--- src/rtl/imm_ext_unit.sv ---
// Buffered immediate-extension unit: extends an IN_W-bit immediate to OUT_W bits and
// queues it in a 2-entry output FIFO. Define IMM_EXT_LUI_EN to make mode 3 a load-upper.
module imm_ext_unit #(
    parameter int IN_W  = 10,
    parameter int OUT_W = 32,
    parameter int SHIFT = 2,
    parameter int TAG_W = 5
) (
    input  logic             clk,
    input  logic             reset,
    input  logic             in_valid,
    output logic             in_ready,
    input  logic [IN_W-1:0]  in_imm,
    input  logic [1:0]       in_mode,
    input  logic [TAG_W-1:0] in_tag,
    output logic             out_valid,
    input  logic             out_ready,
    output logic [OUT_W-1:0] out_data,
    output logic [TAG_W-1:0] out_tag,
    output logic             out_neg
);

    typedef enum logic [1:0] {
        EMPTY = 2'd0,
        ONE   = 2'd1,
        FULL  = 2'd2
    } state_e;

    typedef struct packed {
        logic             neg;
        logic [TAG_W-1:0] tag;
        logic [OUT_W-1:0] data;
    } entry_t;

    state_e state_q, state_d;
    entry_t head_q, head_d;
    entry_t tail_q, tail_d;
    entry_t new_e;

    logic [OUT_W-1:0] sext;
    logic [OUT_W-1:0] zext;
    logic             push;
    logic             pop;

    assign sext = {{(OUT_W-IN_W){in_imm[IN_W-1]}}, in_imm};
    assign zext = {{(OUT_W-IN_W){1'b0}}, in_imm};

    always_comb begin
        new_e     = '0;
        new_e.neg = in_imm[IN_W-1];
        new_e.tag = in_tag;
        case (in_mode)
            2'd0:    new_e.data = sext;
            2'd1:    new_e.data = zext;
            2'd2:    new_e.data = sext << SHIFT;
`ifdef IMM_EXT_LUI_EN
            default: new_e.data = {in_imm, {(OUT_W-IN_W){1'b0}}};
`else
            default: new_e.data = zext;
`endif
        endcase
    end

    assign in_ready  = (state_q != FULL) && !reset;
    assign out_valid = (state_q != EMPTY);
    assign push      = in_valid && in_ready;
    assign pop       = out_valid && out_ready;

    // Head slot always feeds the outputs; the tail slot only fills when the head is held.
    always_comb begin
        state_d = state_q;
        head_d  = head_q;
        tail_d  = tail_q;
        case (state_q)
            EMPTY: begin
                if (push) begin
                    head_d  = new_e;
                    state_d = ONE;
                end
            end
            ONE: begin
                if (push && pop) begin
                    head_d = new_e;
                end else if (push) begin
                    tail_d  = new_e;
                    state_d = FULL;
                end else if (pop) begin
                    head_d  = '0;
                    state_d = EMPTY;
                end
            end
            FULL: begin
                if (pop) begin
                    head_d  = tail_q;
                    tail_d  = '0;
                    state_d = ONE;
                end
            end
            default: begin
                head_d  = '0;
                tail_d  = '0;
                state_d = EMPTY;
            end
        endcase
    end

    always_ff @(posedge clk) begin
        if (reset) begin
            state_q <= EMPTY;
            head_q  <= '0;
            tail_q  <= '0;
        end else begin
            state_q <= state_d;
            head_q  <= head_d;
            tail_q  <= tail_d;
        end
    end

    assign out_data = out_valid ? head_q.data : '0;
    assign out_tag  = out_valid ? head_q.tag  : '0;
    assign out_neg  = out_valid ? head_q.neg  : 1'b0;

endmodule

--- config.mk ---
export PLATFORM = sky130hd
export DESIGN_NAME = imm_ext_unit
export DESIGN_NICKNAME = d
export VERILOG_FILES = /design/src/rtl/imm_ext_unit.sv
export SDC_FILE = /design/constraint.sdc
export NUM_CORES = 1
export LEC_CHECK = 0
export CAP_MARGIN = 20
export CORE_UTILIZATION = 30
export CTS_CLUSTER_DIAMETER = 60
export DETAILED_ROUTE_END_ITERATION = 8
export HOLD_SLACK_MARGIN = 0.05
export PLACE_DENSITY_LB_ADDON = 0.15
export SYNTH_ARGS = -nofsm -noshare
export SYNTH_HDL_FRONTEND = slang
export SYNTH_SLANG_ARGS = --single-unit
--- constraint.sdc ---
create_clock -name clk -period 1.8 [get_ports clk]
set_input_delay 0.18 -clock clk [delete_from_list [all_inputs] [get_ports clk]]
set_output_delay 0.18 -clock clk [all_outputs]
set_load 0.05 [all_outputs]
# ---- Word level (Yosys, flattened, before mapping)
# Index checks and enable logic that the tools add are counted.
dict set report word_totals {
  mem_count 0
  romBits 0
  latch_bits 0
  in_bits 21
  reg_bits 78
  output_inout_bits 40
  ram_bits 0
}
dict set report op_classes {
  shifts 0
  n_addsub 0
  order_cmp 0
  bitwise 1
  n_reduce_logical 11
  n_eq_ne 11
  n_mux 18
  div 0
  n_mul 0
}
# cell count
set op_table {}
lappend op_table {{38-bit 2-to-1 mux} 6}
lappend op_table {{38-bit one-hot mux with 3 select lines} 2}
lappend op_table {{32-bit one-hot mux with 2 select lines} 1}
lappend op_table {{32-bit 2-to-1 mux} 1}
lappend op_table {{4-bit AND reduction} 3}
lappend op_table {{2-bit 2-to-1 mux} 5}
lappend op_table {{2-bit inequality test, second input constant} 5}
lappend op_table {{3-bit inequality test, second input constant} 3}
lappend op_table {{2-bit one-hot mux with 3 select lines} 1}
lappend op_table {{5-bit 2-to-1 mux} 1}
lappend op_table {{2-bit equality test, second input constant} 2}
lappend op_table {{1-bit logical AND} 4}
lappend op_table {{2-bit logical NOT} 2}
lappend op_table {{2-bit by 1-bit equality test with 1-bit output, second input constant} 1}
lappend op_table {{2-bit nonzero test} 1}
lappend op_table {{1-bit logical NOT} 1}
lappend op_table {{1-bit 2-to-1 mux} 1}
lappend op_table {{1-bit inverter} 1}

# ---- Longest topological paths before layout
# Gate-level depths: netlist (run 1).
dict set report logic_depth {
  ltp_word 6
  ltp_mapped 7
  mapped_depth_nobuf 5
}

# ---- Worst setup path after synthesis (run 1)
# Ideal clock, no wire load.
dict set report synth_path {
  path_type {reg-to-output}
  from {register state_q[0]}
  to {output port out_data[12]}
  required_ps 1620
  path_buffers 3
  slack_ps -776
  stages_incl_launch_ff 7
  arrival_time_ps 2396
  cell_sequence {dfxtp_1 buf_2 nor2_1 inv_1 clkbuf_1 and2_1 buf_4}
}
dict set report synth_via {
  elab_chain_len 2
}
# item line_no
set synth_lines {}
lappend synth_lines {{start, declared} 35} ;# state_e state_q, state_d;
lappend synth_lines {{start signal, assigned} 113} ;# state_q <= state_d;
lappend synth_lines {{2-bit nonzero test} 65} ;# assign out_valid = (state_q != EMPTY);
lappend synth_lines {{via out_valid} 16} ;# output logic out_valid,
lappend synth_lines {{32-bit 2-to-1 mux} 119} ;# assign out_data = out_valid ? head_q.data : '0;
lappend synth_lines {{end, declared} 18} ;# output logic [OUT_W-1:0] out_data,
# The timed path passes the listed nets, and every way through them passes these cells.

# ---- Worst setup path after layout (run 1)
dict set report layout_path {
  from {register state_q[1]}
  to {output port out_data[16]}
}
dict set report layout_via {
  elab_chain_len 2
}
# item line_no
set layout_lines {}
lappend layout_lines {{2-bit nonzero test} 65}
lappend layout_lines {{32-bit 2-to-1 mux} 119}
# No other way between the ends.

==> flow_summary.ini, run 1 <==
[die]
num_io_pins = 61
die_w_um = 85.9
dieArea_mm2 = 0.00738
core_mm2 = 0.00679
dieHeight_um = 85.9
row_count = 30
initial_core_util_pct = 31.1

[detailed_routing]
routed_wl_um = 5300
dr.pass1.iters = 4
viasPerCell = 4.65
ant_nets = 0
num_vias = 1907
drt_iter0_drc = 113
drc = 0
avgRoutedWirePerCell_um = 12.9

[final_layout]
syn2layout_area_growth_pct = 59.5
diodes = 0
fin_util_pct = 49.6
drive_above_1_share_pct = 25.2
num-fill-cells = 637
finalNetCount = 334

[global_route]
grt_first_pass_wirelength_um = 8700
antenna_found_initial = 0
grt_pass1_vias = 1766
grtUsageTotal_pct = 15.1
grt_max_degree = 22
grt-ovfl-total = 0

[power_and_ir_drop]
total_power_w = 0.00230
pwr_density_cell_mw_per_mm2 = 684
leakage_nw = 1.27
ir_worst_vdd_uv = 310

[critical_path]
end_kind = primary output
cp_slowest_cell = dfxtp_4
path_common_cell = buf_12
path_max_fanout = 14
crit_required_ps = 1620
critical_path_class = reg2out
critPathMaxStageDelay_ps = 430
arrival_ps = 1480
cp-start-kind = flip-flop
crit_chain = nor2_1, inv_1, and2_4, buf_12, buf_12

[sta]
period_needed_ps = 1660
rsz0062_at_grt = false
worst_slew_pin_slew_ps = 452
maxSlewViolCount = 0
setup_viol = 0
fmax_ghz = 0.602
final.setup_skew_ps = 3.55
hold_viol_final = 0
fin_crit_sh_pct = 92.4
max-slew-margin-rel_pct = 69.8

[yosys]
synthSimpleGateAreaFrac_pct = 22.9
ys.flop_type = dfxtp_1
async_flop_share_pct = 0
syn_nets = 280
avgSynthCellArea_um2 = 8.15
ys_ff_latch = 38
yosys.cell_types.count = 33
synth-compound-area-share_pct = 20.4
yosysWarnings = 0
ys_seq_area_share_pct = 36.0
synth.top_cell.area_share_pct = 36.0
muxShareOfSynthArea_pct = 8.06
synth_edf_count = 0
synthCells = 259
synth.cell_area_mm2 = 0.00211
synth-xor-area-share_pct = 0
synth_top_family_by_area = simple AND/OR/NAND/NOR gates
yosysMostFrequentCell = dfxtp_1
post_synth_fa_ha_maj_area_fraction_pct = 0
synth_area_leaders = dfxtp_1 36%, mux2i_1 8.1%, buf_4 7.1%, and2_1 5.6%, a21oi_1 5.0%
ys_top_cells_by_count = 38 x dfxtp_1, 28 x nand2_1, 21 x a21oi_1, 20 x buf_4, 19 x and2_1
yosysTopAreaCell = dfxtp_1

[clocking]
htreeDepth = 2
cts.sinks = 38
clockBufferDepth = 2
cts_tree = done
cts_inserted_buffers = 5
root_buffer = clkbuf_8
clock_latency_ps = 290
path_clk_slew_ps = 80

[place]
io_buffer_count = 60
gp_congestion = 0.747
hpwl_um = 4050

[status]
status = complete, no violations

[hold_path]
worstHoldPathType = reg2reg

[run]
maxCapViolCount = 0
[sequential cells by signal, summed over array words and instances, names as in the netlist]
signal and cells:
state_q 2, tail_q 18, head_q 18
[cells in the final DEF, fill, tap and decap left out, types with 3 or more instances in the layout]
cell type,n
a22o_1,12
clkbuf_8,5
dfxtp_1,37
o21ai_0,9
nor2_1,13
a22oi_1,7
buf_12,42
a21oi_1,21
mux2i_1,17
nand2b_1,4
nor2b_1,3
nand2_1,28
or3_1,8
clkdlybuf4s50_1,20
nand3_1,7
inv_1,9
buf_4,23
and2_1,18
o32ai_1,5
[layer usage]
layer / up-vias / global-route usage, % / wire, µm
met5: - / 0 / 0
met4: 0 / 5.00 / 76
met3: 7 / 2.60 / 235
met2: 53 / 23.1 / 2390
met1: 858 / 21.5 / 2600
li1: 989 / - / -
[metrics by stage]
stage / setup TNS (ps) / area (µm²) / hold slack, ps / setup slack, ps / std cells
after global placement: -1380 / 3210 / 437 / -127 / 400
after floorplan: 0 / 2120 / 332 / 6.77 / 259
final: 0 / 3370 / 456 / 138 / 410
after CTS: 0 / 3350 / 456 / 60.7 / 408
after global routing: 0 / 3370 / 476 / 9.83 / 410
after detailed placement: -2020 / 3210 / 444 / -153 / 400
[timing repair]
action                     CTS  global route
setup endpoints to repair   45            46
resized for setup            2             2
setup buffers                0             2
hold buffers                 0             0
pin swaps                    0             1
[area by class of cell]
class	count	area, µm²	share of cell area, %
well taps	96	120	3.56
multi-input cells	173	1090	32.3
clock buffers	5	68.8	2.04
repair buffers	86	1220	36.4
clock inverters	3	68.8	2.04
flip-flops and latches	38	764	22.7
inverters	9	33.8	1.00
[cell families after synthesis]
group	Yosys count
buf+inv	48
compound gates	63
mux	17
flops	38
simple gates	93
[power breakdown]
group | internal, W | total [W] | switching, W
logic | 0.000247 | 0.000531 | 0.000285
registers | 0.000874 | 0.000893 | 0.0000193
clock network | 0.000555 | 0.000880 | 0.000325
total | 0.00168 | 0.00230 | 0.000629
[final timing paths]
kind / start / end / slack [ps] / depth (start not counted)
setup / recovery: state_q[1]$_SDFFE_PP0P_ / out_data[16] / 140 / 5
setup reg to reg: state_q[1]$_SDFFE_PP0P_ / head_q[30]$_SDFFE_PP0P_ / 210 / 6
hold / removal: tail_q[4]$_SDFFE_PP0P_ / tail_q[4]$_SDFFE_PP0P_ / 460 / 2
hold reg to reg: tail_q[4]$_SDFFE_PP0P_ / tail_q[4]$_SDFFE_PP0P_ / 460 / 2
[critical path, delay by kind of cell (launching register included)]
family	cells	cell delay (ps)
AND/OR/NAND/NOR	2	300
buffers and inverters	3	450
flip-flops	1	430
Note: power is estimated with default switching activity, not from simulation.
==> run 2: changes to the inputs <==
--- a/config.mk
+++ b/config.mk
@@ -8,6 +8,6 @@
 export CAP_MARGIN = 20
 export CORE_UTILIZATION = 30
-export CTS_CLUSTER_DIAMETER = 60
 export DETAILED_ROUTE_END_ITERATION = 8
+export GPL_TIMING_DRIVEN = 0
 export HOLD_SLACK_MARGIN = 0.05
 export PLACE_DENSITY_LB_ADDON = 0.15
==> constraint.sdc (replaced) <==
create_clock -name clk -period 1.8 [get_ports clk]
set_input_delay 0.18 -clock clk [delete_from_list [all_inputs] [get_ports clk]]
set_output_delay 0.18 -clock clk [all_outputs]
set_load 0.1 [all_outputs]
==> run 2 against run 1 <==
Compared with the run above: die area did not move; critical path type is now in2reg; clock power fell by 29%; global-route usage grew 1.0 points; wire length rose by 12%; clock skew up 2.0 ps; final cell count is 3.9% higher; register-to-register slack lost 80 ps; via count grew 6.1%; highest routed layer unchanged.
==> flow_summary.ini, run 2 (synthesis gave the netlist of run 1 again) <==
[die]
die_w_um = 85.9
dieHeight_um = 85.9
dieArea_mm2 = 0.00738
core_mm2 = 0.00679
num_io_pins = 61
row_count = 30
initial_core_util_pct = 31.1

[final_layout]
drive_above_1_share_pct = 31.2
mostFrequentLayoutCells = 38 x dfxtp_1, 28 x nand2_1, 28 x buf_4, 21 x a21oi_1
layout_commonest_cell = dfxtp_1
syn2layout_area_growth_pct = 53.1
fin_util_pct = 47.6
diodes = 0
finalNetCount = 350
reg_top3 = head_q x18, tail_q x18, state_q x2
num-fill-cells = 657
stdcell_count = 426

[detailed_routing]
drt_iter0_drc = 106
ant_nets = 0
viasPerCell = 4.75
drc = 0
dr.pass1.iters = 5
routed_wl_um = 5910
avgRoutedWirePerCell_um = 13.9
num_vias = 2024

[sta]
rsz0062_at_grt = true
setup_viol = 0
max-slew-margin-rel_pct = 63.4
whs_ps = 454
maxSlewViolCount = 0
final.setup_skew_ps = 5.59
fin_setup_tns_ps = 0
worst_slew_pin_slew_ps = 548
hold_viol_final = 0
fmax_ghz = 0.573
period_needed_ps = 1740
fin_crit_sh_pct = 96.9

[critical_path]
path_max_fanout = 10
r2r-start = state_q[0]$_SDFFE_PP0P_
cp-start-kind = input pin
rr_endpoint = head_q[6]$_SDFFE_PP0P_
cp_slowest_cell = clkdlybuf4s50_1
critPathMaxStageDelay_ps = 600
r2r_slack_ps = 130
critical_path_class = in2reg
reg2reg_depth = 6
end_kind = flip-flop
path_delay_family = buffers and inverters
crit_buf_inv = 2
crit_chain = clkdlybuf4s50_1, nor3b_2, o22ai_4, clkbuf_4, or3_1, a21oi_1
crit_required_ps = 2020
arrival_ps = 1970

[clocking]
clockBufferDepth = 2
root_buffer = clkbuf_8
path_clk_slew_ps = 80
cts_inserted_buffers = 5
clock_latency_ps = 290
cts.sinks = 38
htreeDepth = 2
cts_tree = done

[power_and_ir_drop]
leakage_nw = 1.28
share_seq_of_total_power_pct = 42.2
pwr-share-clk_pct = 29.6
swShare_pct = 33.9
pwr_density_cell_mw_per_mm2 = 654
switching_power_w = 0.000716
p_int_w = 0.00140
pwr-share-comb_pct = 28.2
ir_worst_vdd_uv = 330

[global_route]
grt_pass1_vias = 1752
grt_max_degree = 13
antenna_found_initial = 0
grt_first_pass_wirelength_um = 9290
grtUsageTotal_pct = 16.1
grt-ovfl-total = 0

[run]
maxCapViolCount = 0

[place]
io_buffer_count = 60
hpwl_um = 4110
dpl.cell_count = 415
gp_congestion = 0.824

[status]
status = complete, no violations

[hold_path]
min_from = tail_q[5]$_SDFFE_PP0P_
min_path_cells = 2
min_to = tail_q[5]$_SDFFE_PP0P_
worstHoldPathType = reg2reg
## run 2: cell types whose count changed in the layout (fill, tap and decap cells not counted), sizes merged
cell / previous run / this run
clkbuf: 5 / 15
buf: 66 / 70
and2: 19 / 22
bufinv: 2 / 0
clkinvlp: 0 / 1
## run 2: worst max path at each step
stage | from | end | slack, ps | cells after the start
global route | in_valid | tail_q[8]$_SDFFE_PP0P_ | -20 | 6
finish | in_valid | tail_q[9]$_SDFFE_PP0P_ | 60 | 6
floorplan | state_q[0]$_SDFFE_PP0P_ | out_data[12] | -120 | 6
detailed placement | reset | in_ready | -1100 | 5
CTS | state_q[0]$_SDFFE_PP0P_ | out_data[24] | 0.5 | 7
global placement | reset | in_ready | -1110 | 5
## run 2: worst min-delay path, delay by kind of cell (launching register included)
kind,cells,cell delay [ps]
simple gates,1,50
compound gates,1,50
flops,1,310
## run 2: layout make-up
| class | instances | area (µm²) | area share, % |
|---|---|---|---|
| multi-input cells | 176 | 1150 | 35.5 |
| repair buffers | 61 | 797 | 24.7 |
| flip-flops and latches | 38 | 761 | 23.5 |
| plain buffers | 38 | 278 | 8.59 |
| well taps | 96 | 120 | 3.72 |
| clock buffers | 6 | 82.6 | 2.55 |
| inverters | 9 | 33.8 | 1.04 |
| clock inverters | 2 | 12.5 | 0.387 |
## run 2: what timing repair did
| item | 4_1_cts | 5_1_grt |
|---|---|---|
| buffers inserted | 0 | 1 |
| hold buffers | 0 | 0 |
| pin swaps | 0 | 1 |
| cloned | 1 | 2 |
| endpoints found under the setup margin | 50 | 50 |
| gates resized for setup | 311 | 24 |
## run 2: power groups by stage
stage          Sequential, W  Clock (W)  Combinational, W
2_1_floorplan       0.000905          0          0.000387
3_3_place_gp        0.000909          0          0.000553
3_5_place_dp        0.000910          0          0.000552
4_1_cts             0.000891   0.000643          0.000576
5_1_grt             0.000897   0.000673          0.000632
6_report            0.000891   0.000627          0.000595
## run 2: through the flow
| stage | power [W] | setup WS, ps | area (µm²) |
|---|---|---|---|
| floorplan | 0.00129 | -124 | 2140 |
| global placement | 0.00146 | -1110 | 2860 |
| detailed placement | 0.00146 | -1100 | 2860 |
| CTS | 0.00211 | 0.463 | 3140 |
| global route | 0.00220 | -17.6 | 3230 |
| finish | 0.00211 | 56.0 | 3230 |
## run 2: metal layers
metal | vias up | track usage [%] | wire (µm)
met4 | 0 | 4.55 | 57
li1 | 1026 | - | -
met5 | - | 0 | 0
met2 | 63 | 24.9 | 2720
met1 | 929 | 22.5 | 2840
met3 | 6 | 3.66 | 288
==> run 3: changes to the inputs <==
- PLACE_DENSITY_LB_ADDON: 0.15 -> default
- SKIP_CTS_REPAIR_TIMING: default -> 1
==> run 3 against run 2 <==
Compared with the run above: highest routed layer unchanged; sequential cell count did not move; largest power group unchanged; wire length fell by 0.20%; design area rose by 1.5%.
==> flow_summary.ini, run 3 (synthesis gave the netlist of run 1 again) <==
[die]
die_w_um = 85.9
row_count = 30
initial_core_util_pct = 31.1
core_mm2 = 0.00679
dieArea_mm2 = 0.00738
num_io_pins = 61
dieHeight_um = 85.9

[place]
gp_congestion = 0.747
io_buffer_count = 60
dp_slack_ps = -1080
hpwl_um = 4000

[detailed_routing]
drc = 0
routed_wl_um = 5890
dr.pass1.iters = 4
drt_iter0_drc = 92
avgRoutedWirePerCell_um = 13.8
viasPerCell = 4.73
ant_nets = 0
num_vias = 2015

[critical_path]
path_delay_family = buffers and inverters
crit_chain = buf_6, nor2_4, inv_4, buf_8, and2_4, buf_4, buf_12
cp-start-kind = flip-flop
r2r-start = state_q[1]$_SDFFE_PP0P_
cp_slowest_cell = dfxtp_1
crit_required_ps = 1620
crit_buf_inv = 5
arrival_ps = 1550
crit_start = state_q[0]$_SDFFE_PP0P_
path_max_fanout = 13
critical_path_class = reg2out
end_kind = primary output
critPathMaxStageDelay_ps = 320

[clocking]
clock_latency_ps = 300
cts.sinks = 38
cts_tree = done
clockBufferDepth = 2
htreeDepth = 2
root_buffer = clkbuf_8
path_clk_slew_ps = 80
cts_inserted_buffers = 5

[final_layout]
syn2layout_area_growth_pct = 55.4
reg_top3 = head_q x18, tail_q x18, state_q x2
drive_above_1_share_pct = 31.2
finalNetCount = 350
fin_util_pct = 48.3
diodes = 0
mostFrequentLayoutCells = 38 x dfxtp_1, 28 x nand2_1, 20 x a21oi_1, 20 x buf_4, 19 x buf_12
layout_commonest_cell = dfxtp_1

[sta]
final.setup_skew_ps = 6.96
worst_slew_pin_slew_ps = 591
whs_ps = 317
maxSlewViolCount = 0
fmax_ghz = 0.579
fin_crit_sh_pct = 96.0
max-slew-margin-rel_pct = 60.6
worst_slack_ps = 72.4
rsz0062_at_grt = false
period_needed_ps = 1730
hold_viol_final = 0
setup_viol = 0

[hold_path]
worstHoldPathType = in2reg
min_from = in_valid

[global_route]
antenna_found_initial = 0
grt_max_degree = 22
grt_first_pass_wirelength_um = 8850
grt_pass1_vias = 1779
grtUsageTotal_pct = 15.3
grt-ovfl-total = 0

[power_and_ir_drop]
leakage_nw = 1.31
pwr_density_cell_mw_per_mm2 = 723
ir_worst_vdd_uv = 337

[status]
status = complete, no violations

[run]
maxCapViolCount = 0
[run 3: final timing paths]
path / to / slack, ps / depth (start not counted)
max: out_data[22] / 70 / 7
min: state_q[1]$_SDFFE_PP0P_ / 320 / 3
max reg2reg: head_q[8]$_SDFFE_PP0P_ / 130 / 6
min reg2reg: tail_q[5]$_SDFFE_PP0P_ / 450 / 2
[run 3: layout make-up]
type,count,area [µm²]
Inverter,9,36.3
Fill cell,654,3510
Clock buffer,5,68.8
Clock inverter,3,68.8
Tap cell,96,120
Buffer,39,279
Sequential cell,38,761
Timing Repair Buffer,60,790
Multi-Input combinational cell,176,1160
[run 3: metrics by stage]
| stage | cell area (µm²) | power [W] | std cells | TNS, ps |
|---|---|---|---|---|
| 2_1_floorplan | 2140 | 0.00129 | 259 | -2400 |
| 3_3_place_gp | 2860 | 0.00146 | 415 | -36610 |
| 6_report | 3280 | 0.00237 | 426 | 0 |
| 5_1_grt | 3280 | 0.00247 | 426 | 0 |
| 3_5_place_dp | 2860 | 0.00146 | 415 | -36850 |
| 4_1_cts | 3000 | 0.00234 | 423 | -42950 |
[run 3: report_power, final]
part           internal (W)  switching, W  leakage (nW)  total (W)
combinational      0.000214      0.000383         0.936   0.000597
clock              0.000556      0.000329        0.0683   0.000885
sequential         0.000875     0.0000166         0.309   0.000891
[run 3: tightest hold or removal path, stage by stage]
cell	delay [ps]
dlymetal6s2s_1	190
a21oi_1	150
nor3_1	50
[run 3: routing by layer]
layer	vias up	share of wire, %	track usage (%)
met3	2	4.8	3.46
met5	-	0	0
met1	925	48	21.9
li1	1026	-	-
met2	62	46	22.9
met4	0	0.51	4.09
